**src/rtl/byte_word_packer.sv**
```systemverilog
// byte_word_packer: valid/ready stage packing BYTE_W-bit beats little-endian
// into LANES-beat words with a per-byte keep mask and end-of-packet flag.
//
// Ports:
//   clk, rst_n            clock, async active-low reset
//   up_data/up_valid/up_last/up_ready        input byte stream
//   down_data/down_keep/down_last/down_valid/down_ready  registered word stream
//   pkt_cnt               packets delivered downstream (wraps)
//
// Throughput: up_ready depends only on the output register, so one byte per
// cycle is sustained while down_ready stays high, and a completing word may
// replace the word being drained on the same edge.

// One accumulator lane: holds a byte and its keep bit until the word completes.
module byte_word_packer_lane #(
  parameter int BYTE_W = 8
) (
  input  logic              clk,
  input  logic              rst_n,
  input  logic              wr,      // byte for this lane accepted this cycle
  input  logic              clr,     // word completes this cycle
  input  logic [BYTE_W-1:0] din,
  output logic [BYTE_W-1:0] word,    // lane content as it leaves on completion
  output logic              keep
);
  logic [BYTE_W-1:0] acc;
  logic              acc_keep;

  always_ff @(posedge clk or negedge rst_n) begin
    if (!rst_n) begin
      acc      <= '0;
      acc_keep <= 1'b0;
    end else if (clr) begin
      acc      <= '0;
      acc_keep <= 1'b0;
    end else if (wr) begin
      acc      <= din;
      acc_keep <= 1'b1;
    end
  end

  // Completing beat bypasses the accumulator; untouched lanes above it are
  // still at their cleared value, so they leave as 0 with keep=0.
  assign word = wr ? din : acc;
  assign keep = wr | acc_keep;
endmodule

module byte_word_packer #(
  parameter int BYTE_W = 8,
  parameter int LANES  = 4,
  parameter int CNT_W  = 16
) (
  input  logic                    clk,
  input  logic                    rst_n,
  input  logic [BYTE_W-1:0]       up_data,
  input  logic                    up_valid,
  input  logic                    up_last,
  output logic                    up_ready,
  output logic [BYTE_W*LANES-1:0] down_data,
  output logic [LANES-1:0]        down_keep,
  output logic                    down_last,
  output logic                    down_valid,
  input  logic                    down_ready,
  output logic [CNT_W-1:0]        pkt_cnt
);
  localparam int IDX_W = (LANES > 1) ? $clog2(LANES) : 1;

  logic [IDX_W-1:0]              lane_idx;
  logic                          up_fire, down_fire, complete;
  logic [LANES-1:0]              lane_wr, nxt_keep;
  logic [LANES-1:0][BYTE_W-1:0]  nxt_data;

  assign up_ready  = !down_valid || down_ready;
  assign up_fire   = up_valid && up_ready;
  assign down_fire = down_valid && down_ready;
  assign complete  = up_fire && (up_last || lane_idx == IDX_W'(LANES-1));

  genvar i;
  generate
    for (i = 0; i < LANES; i++) begin : g_lane
      assign lane_wr[i] = up_fire && (lane_idx == IDX_W'(i));
      byte_word_packer_lane #(.BYTE_W(BYTE_W)) u_lane (
        .clk  (clk),
        .rst_n(rst_n),
        .wr   (lane_wr[i]),
        .clr  (complete),
        .din  (up_data),
        .word (nxt_data[i]),
        .keep (nxt_keep[i])
      );
    end
  endgenerate

  // Explicit clear on completion keeps non-power-of-2 LANES correct.
  always_ff @(posedge clk or negedge rst_n) begin
    if (!rst_n)        lane_idx <= '0;
    else if (complete) lane_idx <= '0;
    else if (up_fire)  lane_idx <= lane_idx + IDX_W'(1);
  end

  // Output register: a completing word wins over draining, giving zero-bubble
  // replacement when down_fire and completion coincide.
  always_ff @(posedge clk or negedge rst_n) begin
    if (!rst_n) begin
      down_valid <= 1'b0;
      down_data  <= '0;
      down_keep  <= '0;
      down_last  <= 1'b0;
    end else if (complete) begin
      down_valid <= 1'b1;
      down_data  <= nxt_data;
      down_keep  <= nxt_keep;
      down_last  <= up_last;
    end else if (down_fire) begin
      down_valid <= 1'b0;
    end
  end

  always_ff @(posedge clk or negedge rst_n) begin
    if (!rst_n)                      pkt_cnt <= '0;
    else if (down_fire && down_last) pkt_cnt <= pkt_cnt + CNT_W'(1);
  end
endmodule

```
**config.mk**
```make
export PLATFORM = sky130hd
export DESIGN_NAME = byte_word_packer
export DESIGN_NICKNAME = d
export VERILOG_FILES = /design/src/rtl/byte_word_packer.sv
export SDC_FILE = /design/constraint.sdc
export NUM_CORES = 1
export LEC_CHECK = 0
export ABC_CLOCK_PERIOD_IN_PS = 3000
export BUFFER_PORTS_ARGS = -buffer_cell sky130_fd_sc_hd__buf_2
export CORE_UTILIZATION = 35
export DETAILED_ROUTE_END_ITERATION = 10
export HOLD_SLACK_MARGIN = 0.1
export SYNTH_ARGS = -nofsm -noshare
export SYNTH_HDL_FRONTEND = slang
export SYNTH_SLANG_ARGS = --single-unit
```
**constraint.sdc**
```tcl
create_clock -name clk -period 3 [get_ports clk]
set_input_delay 0.15 -clock clk [delete_from_list [all_inputs] [get_ports clk]]
set_output_delay 0.15 -clock clk [all_outputs]
set_load 0.05 [all_outputs]
```
Word level (Yosys, flattened, before mapping)
Index checks and enable logic that the tools add are counted.
Word-level totals
  register bits after elaboration: 92
  bits in latches: 0
  RAM bits: 0
  ROM bits: 0
  bits of input ports: 13
  output and inout port bits: 55
  logic and storage cells: 61
  memories: 0
Cells by class
  $add $sub $neg: 2
  multiply operators: 0
  divide/modulo/power cells: 0
  $lt $le $gt $ge: 0
  equal/unequal tests: 3
  shift-type cells: 0
  mux-type cells: 20
  bitwise operators: 4
  reductions and logical operators: 18
Operator list (number)
  8-bit two-way mux: 8
  16-bit by 1-bit adder with 16-bit output, second input constant: 1
  2-bit nonzero test: 6
  1-bit two-way mux: 10
  1-bit logical AND: 8
  2-bit equality test, second input constant: 2
  2-bit two-way mux: 2
  1-bit OR: 4
  2-bit by 1-bit adder with 2-bit output, second input constant: 1
  2-bit by 1-bit equality test with 1-bit output, second input constant: 1
  2-bit zero test: 1
  1-bit logical OR: 2
  1-bit zero test: 1

Depth between registers and ports, before layout
  depth in word-level cells: 6
  gate-level depth with buffers: 7
  mapped depth without buffers: 5

Modules after synthesis
A second synthesis with hierarchy kept.
Unflattened totals
  cell total of the unflattened synthesis: 278
  area, all modules: 4132.7 um^2
By module, submodules not included
  byte_word_packer: instances 1, cells an instance 166, area an instance 2456.1 um^2, sequential area each 1401.3 um^2
  byte_word_packer_lane: instances 4, cells an instance 28, area an instance 419.2 um^2, sequential area each 225.2 um^2

Least setup slack after synthesis
Ideal clock, no wire load.
  path kind: register to register
  start: register down_valid
  end: register g_lane[1].u_lane.acc[5]
  setup time: 0.122 ns
  arrival: 1.821 ns
  data required time: 2.878 ns
  setup slack: 1.057 ns
  stages on the path, launching flop included: 7
  buffers on the path: 2
  clock period less this slack: 1.943 ns
  cell sequence: dfrtp_1 -> nand2b_1 -> buf_2 -> nand2_1 -> nor2_2 -> buf_2 -> nor2_1
On the way
  longest elaborated chain between the ends: 6
  elaborated cells on any way between the ends: 7
  classes of those cells: 2 x mux; 5 x reduce/logical
RTL lines
  start: declaration: RTL line 62  | output logic down_valid,
  start signal: assignment: RTL line 105  | down_valid <= 1'b0;
  start signal: assignment: RTL line 110  | down_valid <= 1'b1;
  start signal: assignment: RTL line 115  | down_valid <= 1'b0;
  1-bit zero test *: RTL line 73  | assign up_ready = !down_valid || down_ready;
  1-bit logical OR *: RTL line 73
  named net up_ready: RTL line 58  | output logic up_ready,
  1-bit logical AND *: RTL line 74  | assign up_fire = up_valid && up_ready;
  1-bit logical AND: RTL line 81  | assign lane_wr[i] = up_fire && (lane_idx == IDX_W'(i));
  8-bit two-way mux
  8-bit two-way mux *: RTL line 33  | end else if (clr) begin
  end signal: assignment: RTL line 37  | acc <= din;
  end: declaration: RTL line 26  | logic [BYTE_W-1:0] acc;
The timed path passes the listed nets; every way through them passes the cells marked *.
A chain may end at the register's enable or synchronous reset.

Worst setup path in the final report
  start: register down_valid
  end: register down_data[0]
On the way
  longest elaborated chain between the ends: 5
  elaborated cells on any way between the ends: 6
  classes of those cells: 1 x mux; 5 x reduce/logical
RTL lines
  1-bit zero test *: RTL line 73
  1-bit logical OR *: RTL line 73
  1-bit logical AND *: RTL line 74
  1-bit logical AND: RTL line 81
  8-bit two-way mux: RTL line 44  | assign word = wr ? din : acc;
  end signal: assignment: RTL line 111  | down_data <= nxt_data;
  end: declaration: RTL line 59  | output logic [BYTE_W*LANES-1:0] down_data,
Every way passes the cells marked *; elsewhere a longest branch is shown, timed or not.

==> results.txt <==
The number of levels the H-tree was split into came out at 3. The startpoint type of the worst setup path is a register. The final-report hold violation count came to 0. The power per cell area came out at 1060 mW/mm². The number of DRC violations after detailed-routing iteration 0 is 160. The detailed-routing iteration count for the pre-antenna-repair pass came out at 4. Dividing the detail-routed via count by the number of cells gives 4.91. Sorting the synthesized cells by area gives the leading types as sky130_fd_sc_hd__dfrtp_1 62%, sky130_fd_sc_hd__mux2i_1 6.4%, sky130_fd_sc_hd__o21ai_0 5.1%.

The static power due to leakage came out at 2.33 nW. The number of flops mapped to enable cells by yosys is 0. Setup violations remaining at the end of the flow were counted as 0. Compared with the post-synthesis result, the final layout area differs by 18.7%. The final wirelength is 8530 µm. In this run the standard cell core region covers 0.0103 mm². For the worst-skew pair, the clock arrives at the later sink with an insertion delay of 0.36 ns. The number of violations of the max-capacitance limit is 0. By count the netlist is led by 92 x sky130_fd_sc_hd__dfrtp_1, 38 x sky130_fd_sc_hd__o21ai_0, 35 x sky130_fd_sc_hd__nand2_1. The worst setup path is captured at a register. The overflow left after global routing came out at 0. The max-slew violation count came out at 0.

The CTS root buffer is sky130_fd_sc_hd__clkbuf_8. The quantity of gates resized following cts came out at 0. The number of buffers on the longest clock path came out at 2. Across all register-to-register paths, the minimum setup slack is 1.18 ns. For this run, the leading register cell type out of synthesis is sky130_fd_sc_hd__dfrtp_1. The combined global-route utilization of all metal layers came out at 16.7%. The number of sinks driven by the clock tree came out at 92. In this run the worst path has a maximum fanout of 9. The post-route antenna net violation count came out at 0. The number of global-route vias before repair is 2597.

The worst setup slack before clock tree synthesis is 1.19 ns. The smallest clock period supported by the final layout is computed as 1.82 ns. For this run, the top clock speed supported by timing is 548 MHz. Yosys instantiated no cell more often than sky130_fd_sc_hd__dfrtp_1. The overall die height came out at 105 µm. The top cell type by total area after synthesis is sky130_fd_sc_hd__dfrtp_1.

The synthesis warning total came out at 0. In the final layout, the share of cells above drive strength 1 is 22.8%. The post-synthesis sequential area ratio came out at 61.8%. The count of vias placed by the detailed router came out at 2646. The wire length per cell after detailed routing is 15.8 µm. The flow ran to the end, and the final reports show no timing, DRC or antenna violations. The top cell type's share of synthesized area came out at 61.8%. The net count after synthesis came out at 351.

The number of standard cells after synthesis came out at 333. Counting distinct cell types in the post-synthesis netlist gives 30. The initialized floorplan defines 37 standard-cell rows. The clock edge transition at the registers on the reported setup and hold paths is 0.09 ns. At the worst endpoint, the required time is 3.23 ns. TritonCTS built the clock tree. In the finished design, the share of the clock period the worst path needs comes to 60.8%. The worst IR drop on VDD is 537 µV.

The arrival time of the worst setup path is 2.06 ns. The power after layout came out at 4.69 mW. The pin count of the biggest net entering global routing is 74. Port buffering added 67 buffers. The number of clock buffers inserted by TritonCTS is 9. After legalization and detailed placement, the total HPWL measured 5780 µm. The initial core utilization is 36.1%.

For the final database, setup skew stands at 0.00951 ns. The post-layout worst setup margin is 1.18 ns. The number of antenna violations at the first check in global routing came out at 0. The number of synthesized register bits is 92. In this run the tightest slew margin relative to its limit is 38.4%. Setup repair after global routing left no endpoint under its margin.

From left edge to right edge, the die measures 105 µm. The async set or reset register ratio after synthesis is 100%. The first global-routing pass estimated 14100 µm of wire.

The number of nets in the layout is 416. The number of inserted diodes came out at 0. The post-synthesis instance area came out at 0.00373 mm². The full die area came out at 0.0111 mm². The pin slew with the least headroom to its limit came out at 0.924 ns. The final routed DRC violation total came out at 0. Setup total negative slack on the finished layout was measured at 0 ns. In this run the worst hold path is classified as in -> reg. The critical path is of the reg -> reg type. The per-instance average area after synthesis is 11.2 µm². The filler cells instantiated in the layout total 996. The boundary pin count came out at 68. Routability-driven placement finished with a final weighted congestion of 0.767.
metrics by stage:
step | instances | instance area (µm²) | util, % | hold slack, ns
after floorplan | 333 | 3730 | - | -0.146
after global placement | 522 | 4190 | 40.6 | 0.355
after detailed placement | 522 | 4190 | 40.6 | 0.356
after CTS | 539 | 4420 | 42.8 | 0.110
after global routing | 539 | 4420 | 42.8 | 0.122
final | 539 | 4420 | 42.8 | 0.123
cell usage in the layout, fill, tap and decap left out, types with 3 or more instances in the layout:
cell,n
sky130_fd_sc_hd__buf_2,66
sky130_fd_sc_hd__and2_1,9
sky130_fd_sc_hd__mux2i_1,24
sky130_fd_sc_hd__dfrtp_1,92
sky130_fd_sc_hd__xor2_1,8
sky130_fd_sc_hd__nand2_1,35
sky130_fd_sc_hd__nor3_1,6
sky130_fd_sc_hd__a22oi_1,8
sky130_fd_sc_hd__and3_1,3
sky130_fd_sc_hd__nand3_1,8
sky130_fd_sc_hd__xnor2_1,7
sky130_fd_sc_hd__a31oi_1,9
sky130_fd_sc_hd__clkbuf_8,9
sky130_fd_sc_hd__ha_1,5
sky130_fd_sc_hd__inv_1,7
sky130_fd_sc_hd__nor2b_1,8
sky130_fd_sc_hd__o21ai_0,38
sky130_fd_sc_hd__a21oi_1,3
sky130_fd_sc_hd__buf_4,6
sky130_fd_sc_hd__nor2_1,32
power by group:
| group | internal (mW) | switching (mW) | total [mW] | leakage (nW) |
|---|---|---|---|---|
| combinational | 0.454 | 1.44 | 1.89 | 1.02 |
| clock | 0.479 | 0.449 | 0.928 | 0.111 |
| sequential | 1.63 | 0.241 | 1.87 | 1.20 |
timing repair:
action,4_1_cts,5_1_grt
hold buffers,1,0
hold endpoints to repair,71,0
setup buffers,0,0
flip-flops by register name (all words and copies together), names as in the netlist:
signal and cells:
down_data 32, down_keep 4, down_last 1, down_valid 1, g_lane.u_lane.acc 32, g_lane.u_lane.acc_keep 4, lane_idx 2, pkt_cnt 16
critical path, stage by stage, from the launching register on:
cell and delay [ns]:
sky130_fd_sc_hd__dfrtp_1 0.39, sky130_fd_sc_hd__nand2b_1 0.29, sky130_fd_sc_hd__nand3_1 0.46, sky130_fd_sc_hd__mux2i_1 0.41
sky130_fd_sc_hd__o21ai_0 0.14
layer usage:
metal / vias to the layer above / share of wire, % / track usage, %
li1: 1254 / - / -
met1: 1308 / 50 / 23.9
met2: 73 / 44 / 24.6
met3: 11 / 4.8 / 4.87
met4: 0 / 1.2 / 4.23
met5: - / 0 / 0
area by class of cell:
type,count,area (µm²),area share [%]
multi-input cells,215,1320,29.8
well taps,136,170,3.85
clock inverters,6,95.1,2.15
clock buffers,10,128,2.89
repair buffers,73,385,8.71
flip-flops and latches,92,2300,52.1
inverters,7,26.3,0.594
cell families after synthesis:
| group | count (synthesis) | share of synthesized area [%] |
|---|---|---|
| and+or+nand+nor | 111 | 14.5 |
| DFF | 92 | 61.8 |
| AOI/OAI and AO/OA | 59 | 8.86 |
| buffers and inverters | 26 | 2.89 |
| muxes | 25 | 6.75 |
| xor gates and xnor gates | 15 | 3.53 |
| adders and majority gates | 5 | 1.68 |
worst paths after layout:
path | cells after the start | to | start
min reg2reg | 2 | down_data[3] | down_data[3]
max in group asynchronous | 3 | down_data[6] | rst_n
min | 3 | down_data[30] | up_data[6]
min in group asynchronous | 2 | g_lane[3].u_lane.acc[3] | rst_n
max reg2reg | 4 | down_data[0] | down_valid
max | 4 | down_data[0] | down_valid
(Power assumes the default switching activity.)
